File: config.mk
export PLATFORM = sky130hd
export DESIGN_NAME = divisor_sequencial
export DESIGN_NICKNAME = d
export VERILOG_FILES = /design/src/rtl/divisor_pkg.sv /design/src/rtl/divisor_passo.sv /design/src/rtl/divisor_sequencial.sv
export SDC_FILE = /design/constraint.sdc
export NUM_CORES = 1
export LEC_CHECK = 0
export ABC_CLOCK_PERIOD_IN_PS = 4400
export CAP_MARGIN = 20
export CELL_PAD_IN_SITES_DETAIL_PLACEMENT = 1
export CELL_PAD_IN_SITES_GLOBAL_PLACEMENT = 2
export CORE_MARGIN = 2
export CORE_UTILIZATION = 34
export CTS_CLUSTER_SIZE = 24
export DETAILED_ROUTE_END_ITERATION = 16
export GPL_ROUTABILITY_DRIVEN = 0
export PLACE_DENSITY = 0.88
export SYNTH_ARGS = -nofsm -noshare
export SYNTH_HDL_FRONTEND = slang
export SYNTH_SLANG_ARGS = --single-unit
File: constraint.sdc
create_clock -name clk -period 4.4 [get_ports clk]
set_clock_uncertainty 0.2 [all_clocks]
set_input_delay 0.66 -clock clk [delete_from_list [all_inputs] [get_ports clk]]
set_output_delay 0.66 -clock clk [all_outputs]
set_load 0.005 [all_outputs]
File: src/rtl/divisor_pkg.sv
// Shared definitions for the sequential restoring divider: default width and FSM states.
package divisor_pkg;

  localparam int unsigned DIV_WIDTH = 8;

  typedef enum logic [1:0] {
    ST_IDLE = 2'd0,
    ST_CALC = 2'd1,
    ST_DONE = 2'd2
  } div_state_t;

endpackage

File: src/rtl/divisor_passo.sv
// One restoring shift-and-subtract iteration: shift the next dividend bit into R and
// keep the difference only when it does not go negative.
module divisor_passo
  import divisor_pkg::*;
#(
  parameter int unsigned WIDTH = DIV_WIDTH
) (
  input  logic [WIDTH:0]   r,
  input  logic [WIDTH-1:0] q,
  input  logic [WIDTH-1:0] divisor,
  output logic [WIDTH:0]   r_next,
  output logic [WIDTH-1:0] q_next
);

  logic [WIDTH:0] shifted;
  logic [WIDTH:0] t;
  logic           unused_r_msb;

  // R never exceeds divisor-1 between iterations, so its top bit is always 0 here.
  assign unused_r_msb = r[WIDTH];

  always_comb begin
    shifted = {r[WIDTH-1:0], q[WIDTH-1]};
    t       = shifted - {1'b0, divisor};
    if (!t[WIDTH]) begin
      r_next = t;
      q_next = {q[WIDTH-2:0], 1'b1};
    end else begin
      r_next = shifted;
      q_next = {q[WIDTH-2:0], 1'b0};
    end
  end

endmodule

File: src/rtl/divisor_sequencial.sv
// Unsigned sequential restoring divider: one quotient bit per clock, start/done handshake,
// results held until the next completed operation.
module divisor_sequencial
  import divisor_pkg::*;
#(
  parameter int unsigned WIDTH = DIV_WIDTH
) (
  input  logic             clk,
  input  logic             rst,
  input  logic             start,
  input  logic [WIDTH-1:0] dividend,
  input  logic [WIDTH-1:0] divisor,
  output logic             busy,
  output logic             done,
  output logic [WIDTH-1:0] quotient,
  output logic [WIDTH-1:0] remainder,
  output logic             div_by_zero
);

  localparam int unsigned CW = $clog2(WIDTH + 1);

  div_state_t       state, state_next;
  logic [WIDTH-1:0] dvsr;
  logic [WIDTH:0]   r_reg;
  logic [WIDTH-1:0] q_reg;
  logic [CW-1:0]    count;
  logic [WIDTH:0]   r_next;
  logic [WIDTH-1:0] q_next;
  logic             last_iter;

  divisor_passo #(.WIDTH(WIDTH)) u_passo (
    .r       (r_reg),
    .q       (q_reg),
    .divisor (dvsr),
    .r_next  (r_next),
    .q_next  (q_next)
  );

  assign last_iter = (count == CW'(1));
  assign busy      = (state == ST_CALC);
  assign done      = (state == ST_DONE);

  always_ff @(posedge clk) begin
    if (rst) state <= ST_IDLE;
    else     state <= state_next;
  end

  always_comb begin
    state_next = state;
    case (state)
      ST_IDLE: if (start) state_next = (divisor == '0) ? ST_DONE : ST_CALC;
      ST_CALC: if (last_iter) state_next = ST_DONE;
      ST_DONE: state_next = ST_IDLE;
      default: state_next = ST_IDLE;
    endcase
  end

  always_ff @(posedge clk) begin
    if (rst) begin
      dvsr        <= '0;
      r_reg       <= '0;
      q_reg       <= '0;
      count       <= '0;
      quotient    <= '0;
      remainder   <= '0;
      div_by_zero <= 1'b0;
    end else begin
      case (state)
        ST_IDLE: begin
          if (start) begin
            dvsr  <= divisor;
            r_reg <= '0;
            q_reg <= dividend;
            count <= CW'(WIDTH);
            // Division by zero bypasses CALC and reports directly.
            if (divisor == '0) begin
              quotient    <= '1;
              remainder   <= dividend;
              div_by_zero <= 1'b1;
            end
          end
        end
        ST_CALC: begin
          r_reg <= r_next;
          q_reg <= q_next;
          count <= count - CW'(1);
          if (last_iter) begin
            quotient    <= q_next;
            remainder   <= r_next[WIDTH-1:0];
            div_by_zero <= 1'b0;
          end
        end
        default: ;
      endcase
    end
  end

endmodule

==> impl_metrics.yaml <==
die:
  io_pins: 38
  dieArea_um2: 8280
  die_h_um: 91.0
  initial_core_util: 0.353
  rows: 31
  fp.dieW_um: 91.0
  core_um2: 7290
routing:
  drt-total-wl_mm: 7.16
  antenna_left: 0
  drc: 0
  met2WireLength_mm: 3.35
  wl_met1_mm: 3.53
  drt-pass1-iter-count: 4
  dr.max_layer_used: "met4"
  vias: 2453
  route.met3.wl_um: 200
  wl_per_cell_um: 15.8
  via_per_inst: 5.42
  drtIter0Drc: 70
sta:
  setup_tns_ns: 0
  slew_viol_final: 0
  grt_setup_unrepaired: "no"
  hold_viol_final: 0
  setup_slack_ns: 1.45
  layout_min_cycle_time_ns: 2.95
  whs_ns: 0.262
  slew_headroom: 0.378
  setup_viol_count_final: 0
  max_freq_mhz: 339
  period_share: 0.671
  tightestPinTransition_ns: 0.930
layout:
  register_area_um2: 941
  nFillCells: 938
  syn2layout_area_growth_pct: 21.2
  nets: 383
  multiInputGateArea_um2: 1470
  layout-drive-gt1-share: 0.0678
  antenna_cells: 0
yosys:
  synth.avg_cell_area_um2: 7.89
  synth_seq_cells: 47
  synthTopCellsByArea: "dfxtp_1 (37%), nand2_1 (8.5%), nor2_1 (5.4%)"
  syn_nets: 356
  synth_top_area_cell: "dfxtp_1"
  synthesis.area_um2: 2570
  ys.flop_type: "dfxtp_1"
  yosysMostFrequentCell: "nand2_1"
  synth_cell_types: 56
  synth_edf_count: 0
  yosys-top-cells-count: "nand2_1 (58), dfxtp_1 (47), nor2_1 (37), a21oi_1 (22)"
  synth_top_area_frac: 0.366
  synth_cells: 326
  synth-warning-count: 0
  ys_seq_area_frac: 0.366
  postSynth.asyncResetShare: 0
worst_setup_path:
  crit_end: "remainder[1]"
  r2r-end: "remainder[1]"
  start_kind: "register"
  path_class: "reg2reg"
  crit_fanout: 8
  r2r_slack_ns: 1.45
  crit_path_frequent_cell: "inv_1"
  endpoint_kind: "register"
  reg2reg_depth: 9
  path_cells: "inv_1, ha_1, inv_1, fa_1, a211oi_2, o211a_4, o211a_1, mux2_4, a311oi_2"
  timing.rr.start: "q_reg[7]"
  crit_slowest_cell: "fa_1"
  max_stage_delay_ns: 0.43
  worstPathArrival_ns: 2.97
  required_ns: 4.42
  crit_start: "q_reg[7]"
power:
  powerDensity_nw_per_um2: 453
  ir_worst_vdd_mv: 0.208
  power.leakage_nw: 1.14
clock_tree:
  htreeDepth: 2
  cts_tree: "yes"
  postCtsResizedCells: 0
  insertion_delay_ns: 0.30
  cts_hold_buf: 0
  path_clk_slew_ns: 0.09
  numCtsBuffers: 5
  cts_setup_buffers: 0
  cts_root_buf: "clkbuf_8"
  cts_sinks: 47
  clockBufferDepth: 2
global_route:
  grt_max_degree: 31
  grt_pass1_wl_mm: 11.8
  grt_pass1_vias: 2465
  grt_remaining_overflow: 0
  track_usage: 0.174
  grt_antenna_before_repair: 0
placed_design:
  portBuffers: 37
  dp_slack_ns: 1.25
  post-dp-hpwl_mm: 5.28
hold_path:
  hp-class: "reg2reg"
flow_run:
  cap_violations: 0
outcome:
  status: "finished, final reports clean"
## cells in the final DEF (no fill, tap or decap), drive strengths merged, types with 2 or more instances in the layout
cell,instances
a211oi,8
clkdlybuf4s50,37
buf,4
o31ai,2
or2,3
o21ai,16
inv,16
a211o,3
nor3,16
a21oi,23
nand2b,5
a21o,2
nand3,2
mux2,2
a31oi,2
or4,2
and2,2
a311oi,13
mux2i,3
o211ai,6
o2111ai,2
nor3b,2
dfxtp,47
ha,10
clkbuf,7
nor2,37
nor2b,3
o211a,3
or3,2
nand2,58
## report_power, final
part / internal, mW / switching, mW
combinational: 0.250 / 0.338
sequential: 0.481 / 0.0526
clock: 0.143 / 0.148
## routing by layer
layer | vias to the layer above | GRT usage
met2 | 39 | 0.287
met5 | - | 0
met4 | 0 | 0.0568
met1 | 1198 | 0.230
li1 | 1208 | -
met3 | 8 | 0.0324
## cell families after synthesis
| logic type | share of synthesized area |
|---|---|
| mux | 0.0219 |
| xor+xnor | 0.00340 |
| buf+inv | 0.0632 |
| simple gates | 0.235 |
| compound gates | 0.255 |
| flops | 0.366 |
| fa+ha+maj | 0.0564 |
## critical path: cells and delay by family (launching register included)
kind	cells	cell delay [ns]
mux	1	0.35
compound gates	4	1.20
flops	1	0.36
buf+inv	2	0.15
fa+ha+maj	2	0.61
## cell type report
type                       count  area share
clock buffer                   7      0.0309
tap                           99      0.0397
inverter                      16      0.0193
clock inverter                 1     0.00241
multi-input combinational    242       0.471
timing repair buffer          41       0.135
sequential                    47       0.302
## worst min-delay path by stage
| stage | start | endpoint | slack (ns) | cells past startpoint |
|---|---|---|---|---|
| floorplan | dvsr[1] | dvsr[1] | 0.24 | 2 |
| global placement | dvsr[2] | dvsr[2] | 0.25 | 2 |
| detailed placement | dvsr[2] | dvsr[2] | 0.26 | 2 |
| CTS | dvsr[2] | dvsr[2] | 0.27 | 2 |
| global route | dvsr[5] | dvsr[5] | 0.28 | 2 |
| finish | dvsr[2] | dvsr[2] | 0.26 | 2 |
## through the flow
| stage | area, µm² | utilization | total power [mW] | std cells |
|---|---|---|---|---|
| finish | 3120 | 0.428 | 1.41 | 453 |
| global route | 3120 | 0.428 | 1.51 | 453 |
| CTS | 3090 | 0.424 | 1.42 | 452 |
| detailed placement | 2990 | 0.410 | 1.13 | 444 |
| global placement | 2990 | 0.410 | 1.11 | 444 |
| floorplan | 2570 | - | 0.965 | 326 |
No activity file was read; power rests on OpenSTA's default activity.
==> RTL change 1, RTL diff (same flow settings) <==
Register the outputs `busy` and `done`; this adds one clock of latency there. The other outputs are not delayed to match.
--- a/src/rtl/divisor_sequencial.sv
+++ b/src/rtl/divisor_sequencial.sv
@@ -38,6 +38,8 @@
 
   assign last_iter = (count == CW'(1));
-  assign busy      = (state == ST_CALC);
-  assign done      = (state == ST_DONE);
+  always_ff @(posedge clk) begin
+    busy <= (state == ST_CALC);
+    done <= (state == ST_DONE);
+  end
 
   always_ff @(posedge clk) begin
Formal check against the unedited RTL: not equivalent (a bounded check fails within 4 cycles, from zero or initial values and one cycle with rst high).
==> RTL change 1 against the original RTL <==
Non-clock buffer count fell by 1. Sequential cell count rose by 2. Setup slack got worse by 39 ps. Critical path depth did not move. Power rose by 4.2%. First-iteration DRC count fell by 14%. Via count fell by 2.1%. Synthesized cell count rose by 0.61%. Synthesized area rose by 1.6%. Maximum frequency fell by 1.3%. Wire length fell by 0.89%. Final area rose by 0.68%. Critical endpoint unchanged. Largest power group unchanged.
==> RTL change 1: results (changes against the original RTL) <==
* Setup slack after placement at 1193 ps (-59.23 ps)
* Metal3 WL at 155 µm (-23%)
* First-pass GRT wire length at 11860 µm (+0.64%)
* Total Wirelength at 7099 µm (-0.89%)
* M2 GR Usage at 29.41% (+0.71 points)
* Via Count at 2401 (-2.1%)
* Iter 0 DRT Violations at 60 (-14%)
* Wire length on met2 at 3357 µm (+0.27%)
* Nets at 384 (+0.26%)
* Grt met1 use at 23.43% (+0.40 points)
* Area contributors post-synth: dfxtp_1 38%, nand2_1 8.3%, nor2_1 5.3%, ha_1 4.8%, a21oi_1 4.2%
* Final HPWL DP at 5282 µm (+0.11%)
* Largest net degree at the start of global routing at 27 (-13%)
* Syn Nets at 358 (+0.56%)
* Met3 Resource Use GR at 2.958% (-0.28 points)
* Maxcap violations at 0 (unchanged)
* Worst Max-Slew Pin Slew at 992.4 ps (+62.53 ps)
* Routed len/inst at 15.64 µm (-1.1%)
* Placed cell count at 446 (+0.45%)
* Peak VDD IR at 0.1990 mV (-4.4%)
* Critical Path AT at 3010 ps (+40 ps)
* Drt pass-1 iters at 4 (unchanged)
* Average size of a mapped cell at 7.969 µm² (+0.94%)
* Status: completed
* Standby leakage power at 1.151 nW (+1.0%)
* Synth top cells by count: 58 x nand2_1, 49 x dfxtp_1, 37 x nor2_1
* Metal-1 WL at 3505 µm (-0.68%)
* Sequential area share after synthesis at 37.53% (+0.97 points)
-- RTL change 1: area by class of cell --
class	instances	area, µm²
clock buffer	5	68.82
clock inverter	3	43.79
fill	887	4190
inverter	16	60.06
multi-input combinational	242	1470
sequential	49	980.9
tap	99	123.9
timing repair buffer	40	392.9
-- RTL change 1: worst paths after layout --
path         startpoint           end  slack (ps)  cells after the start
min             dvsr[3]       dvsr[3]         260                      2
max reg2reg    q_reg[7]  remainder[1]        1410                      9
min reg2reg     dvsr[3]       dvsr[3]         260                      2
max            q_reg[7]  remainder[1]        1410                      9
-- RTL change 1: metrics by stage --
stage / util (%) / instance area [µm²] / hold WS, ps / power [mW]
final: 42.84 / 3141 / 261.3 / 1.471
after floorplan: - / 2614 / 236.3 / 0.9862
after global routing: 42.84 / 3141 / 278.2 / 1.579
after detailed placement: 41.30 / 3028 / 254.3 / 1.148
after CTS: 42.84 / 3141 / 268.2 / 1.493
after global placement: 41.30 / 3028 / 245.3 / 1.127
-- RTL change 1: logic make-up after synthesis --
kind of cell               after synthesis  share of synthesized area [%]
muxes                                    5                          2.154
buffers and inverters                   37                          6.223
adders and majority gates               11                          5.553
and+or+nand+nor                        136                          23.12
AOI/OAI and AO/OA                       89                          25.08
DFF                                     49                          37.53
xor gates and xnor gates                 1                         0.3351
-- RTL change 1: power groups by stage --
| stage | combinational, mW | sequential (mW) | clock (mW) |
|---|---|---|---|
| final | 0.585 | 0.552 | 0.335 |
| after global routing | 0.653 | 0.562 | 0.364 |
| after CTS | 0.590 | 0.553 | 0.350 |
| after detailed placement | 0.586 | 0.563 | 0 |
| after global placement | 0.566 | 0.561 | 0 |
| after floorplan | 0.443 | 0.543 | 0 |
==> RTL change 2, RTL diff (same settings) <==
Made on the original files. The package constant `DIV_WIDTH` goes from 8 to 16.
--- a/src/rtl/divisor_pkg.sv
+++ b/src/rtl/divisor_pkg.sv
@@ -2,5 +2,5 @@
 package divisor_pkg;
 
-  localparam int unsigned DIV_WIDTH = 8;
+  localparam int unsigned DIV_WIDTH = 16;
 
   typedef enum logic [1:0] {
Ports: changed (resized dividend, divisor, quotient and remainder); port bits go from 38 to 70. The function was not compared with the original's and may differ.
==> RTL change 2 against the original RTL <==
Sequential cell count up 41. Setup slack worse by 330 ps. Power increased by 99%. Sequential share of layout area grew 0.55 points. Synthesized area increased by 78%. First-iteration DRC count increased by 140%. Wire length grew 100%. Combinational power grew 74%. Count of clock-buffer cells in the layout increased by 3. Critical endpoint is now remainder[6]. Final area increased by 84%. Non-clock buffer count grew 38.
==> RTL change 2: results (changes against the original RTL) <==
* Status: completed
* Cell variety after synth at 67 (+20%)
* Syn Nets at 619 (+74%)
* Worst Reg-to-Reg Cells at 10 (+1)
* Port bufs at 69 (+86%)
* Slowest cell delay on critical path at 470 ps (+40 ps)
* CP max stage cell: ha_1
* Total Wirelength at 14660 µm (+100%)
* Top fanout value on the critical path at 14 (+6)
* First-pass GRT wire length at 23700 µm (+100%)
* Hold slack at 256.2 ps (-6.135 ps)
* Placed instance area at 5406 µm² (+81%)
* CTS clk-pin slew, worst paths at 70 ps (-20 ps)
* Max_slew headroom at 50.63% (+13 points)
* Reg2reg end: remainder[6]
* Critical Path AT at 3280 ps (+310 ps)
* Layout cells sized above 1 at 7.212% (+0.43 points)
* Met3 Resource Use GR at 3.184% (-0.052 points)
* CP delay by family, top: simple AND/OR/NAND/NOR gates
* Standby leakage power at 2.211 nW (+94%)
* Nets at 673 (+76%)
* Sw Ratio at 35.84% (-2.3 points)
* PwrDens at 489.8 nW/µm² (+8.2%)
* Final HPWL DP at 10980 µm (+110%)
* Fill cells at 1570 (+67%)
* H-tree Lvls at 3 (+1)
* Clock root buffer master: clkbuf_16
* Iter 0 DRT Violations at 168 (+140%)
* Synth top cells by count: 98 x nand2_1, 88 x dfxtp_1, 55 x nor2_1
* Total CTS buffers at 9 (+4)
* Post-DR vias/cell at 5.535 (+2.2%)
* M2 GR Usage at 36.61% (+7.9 points)
* Setup slack after placement at 1114 ps (-138.6 ps)
* Largest net degree at the start of global routing at 70 (+130%)
* Area contributors post-synth: dfxtp_1 39%, nand2_1 8.0%, ha_1 4.9%, a21oi_1 4.8%, nor2_1 4.5%
* Hold path endpoint: dvsr[10]
* Peak VDD IR at 0.2575 mV (+24%)
==> RTL change 2: logic make-up (layout without fill, tap and decap cells) <==
kind of cell | Yosys count | in the layout | share of synthesized area (%)
adders and majority gates | 19 | 19 | 5.364
DFF | 88 | 88 | 38.53
buffers and inverters | 58 | 117 | 5.309
xor gates and xnor gates | 9 | 9 | 1.724
AOI/OAI and AO/OA | 165 | 165 | 25.56
and+or+nand+nor | 217 | 217 | 21.54
muxes | 9 | 9 | 1.971
==> RTL change 2: through the flow <==
stage	utilization [%]	std cells
after floorplan	-	565
after global placement	40.99	784
after detailed placement	40.99	784
after CTS	43.48	800
after global routing	43.48	800
final	43.48	800
==> RTL change 2: worst max-delay path by stage <==
stage	start	to	slack [ps]	cells after the start
floorplan	dvsr[7]	remainder[12]	1780	9
global placement	divisor[1]	remainder[0]	1190	7
detailed placement	divisor[1]	remainder[12]	1110	7
CTS	dvsr[11]	remainder[6]	1120	10
global route	dvsr[13]	remainder[6]	910	10
finish	dvsr[11]	remainder[6]	1120	10
==> RTL change 2: power by group through the flow <==
stage,Combinational [mW],Sequential [mW],Clock (mW)
3_3_place_gp,0.982,0.949,0
2_1_floorplan,0.711,0.936,0
6_report,1.02,0.935,0.850
3_5_place_dp,1.02,0.952,0
5_1_grt,1.13,0.944,0.896
4_1_cts,1.03,0.935,0.866
==> RTL change 2: area by class of cell <==
cell class                 count  area, µm²  area share (%)
tap                          176      220.2           3.839
clock buffer                  10      239.0           4.167
inverter                      22      82.58           1.440
multi-input combinational    419       2581           45.00
sequential                    88       1762           30.72
timing repair buffer          79      760.7           13.26
clock inverter                 6      90.09           1.571
==> RTL change 2: metal layers <==
metal	up-vias	routed length (µm)
li1	2147	-
met1	2197	6655
met2	69	7342
met3	15	493
met4	0	169
met5	-	0
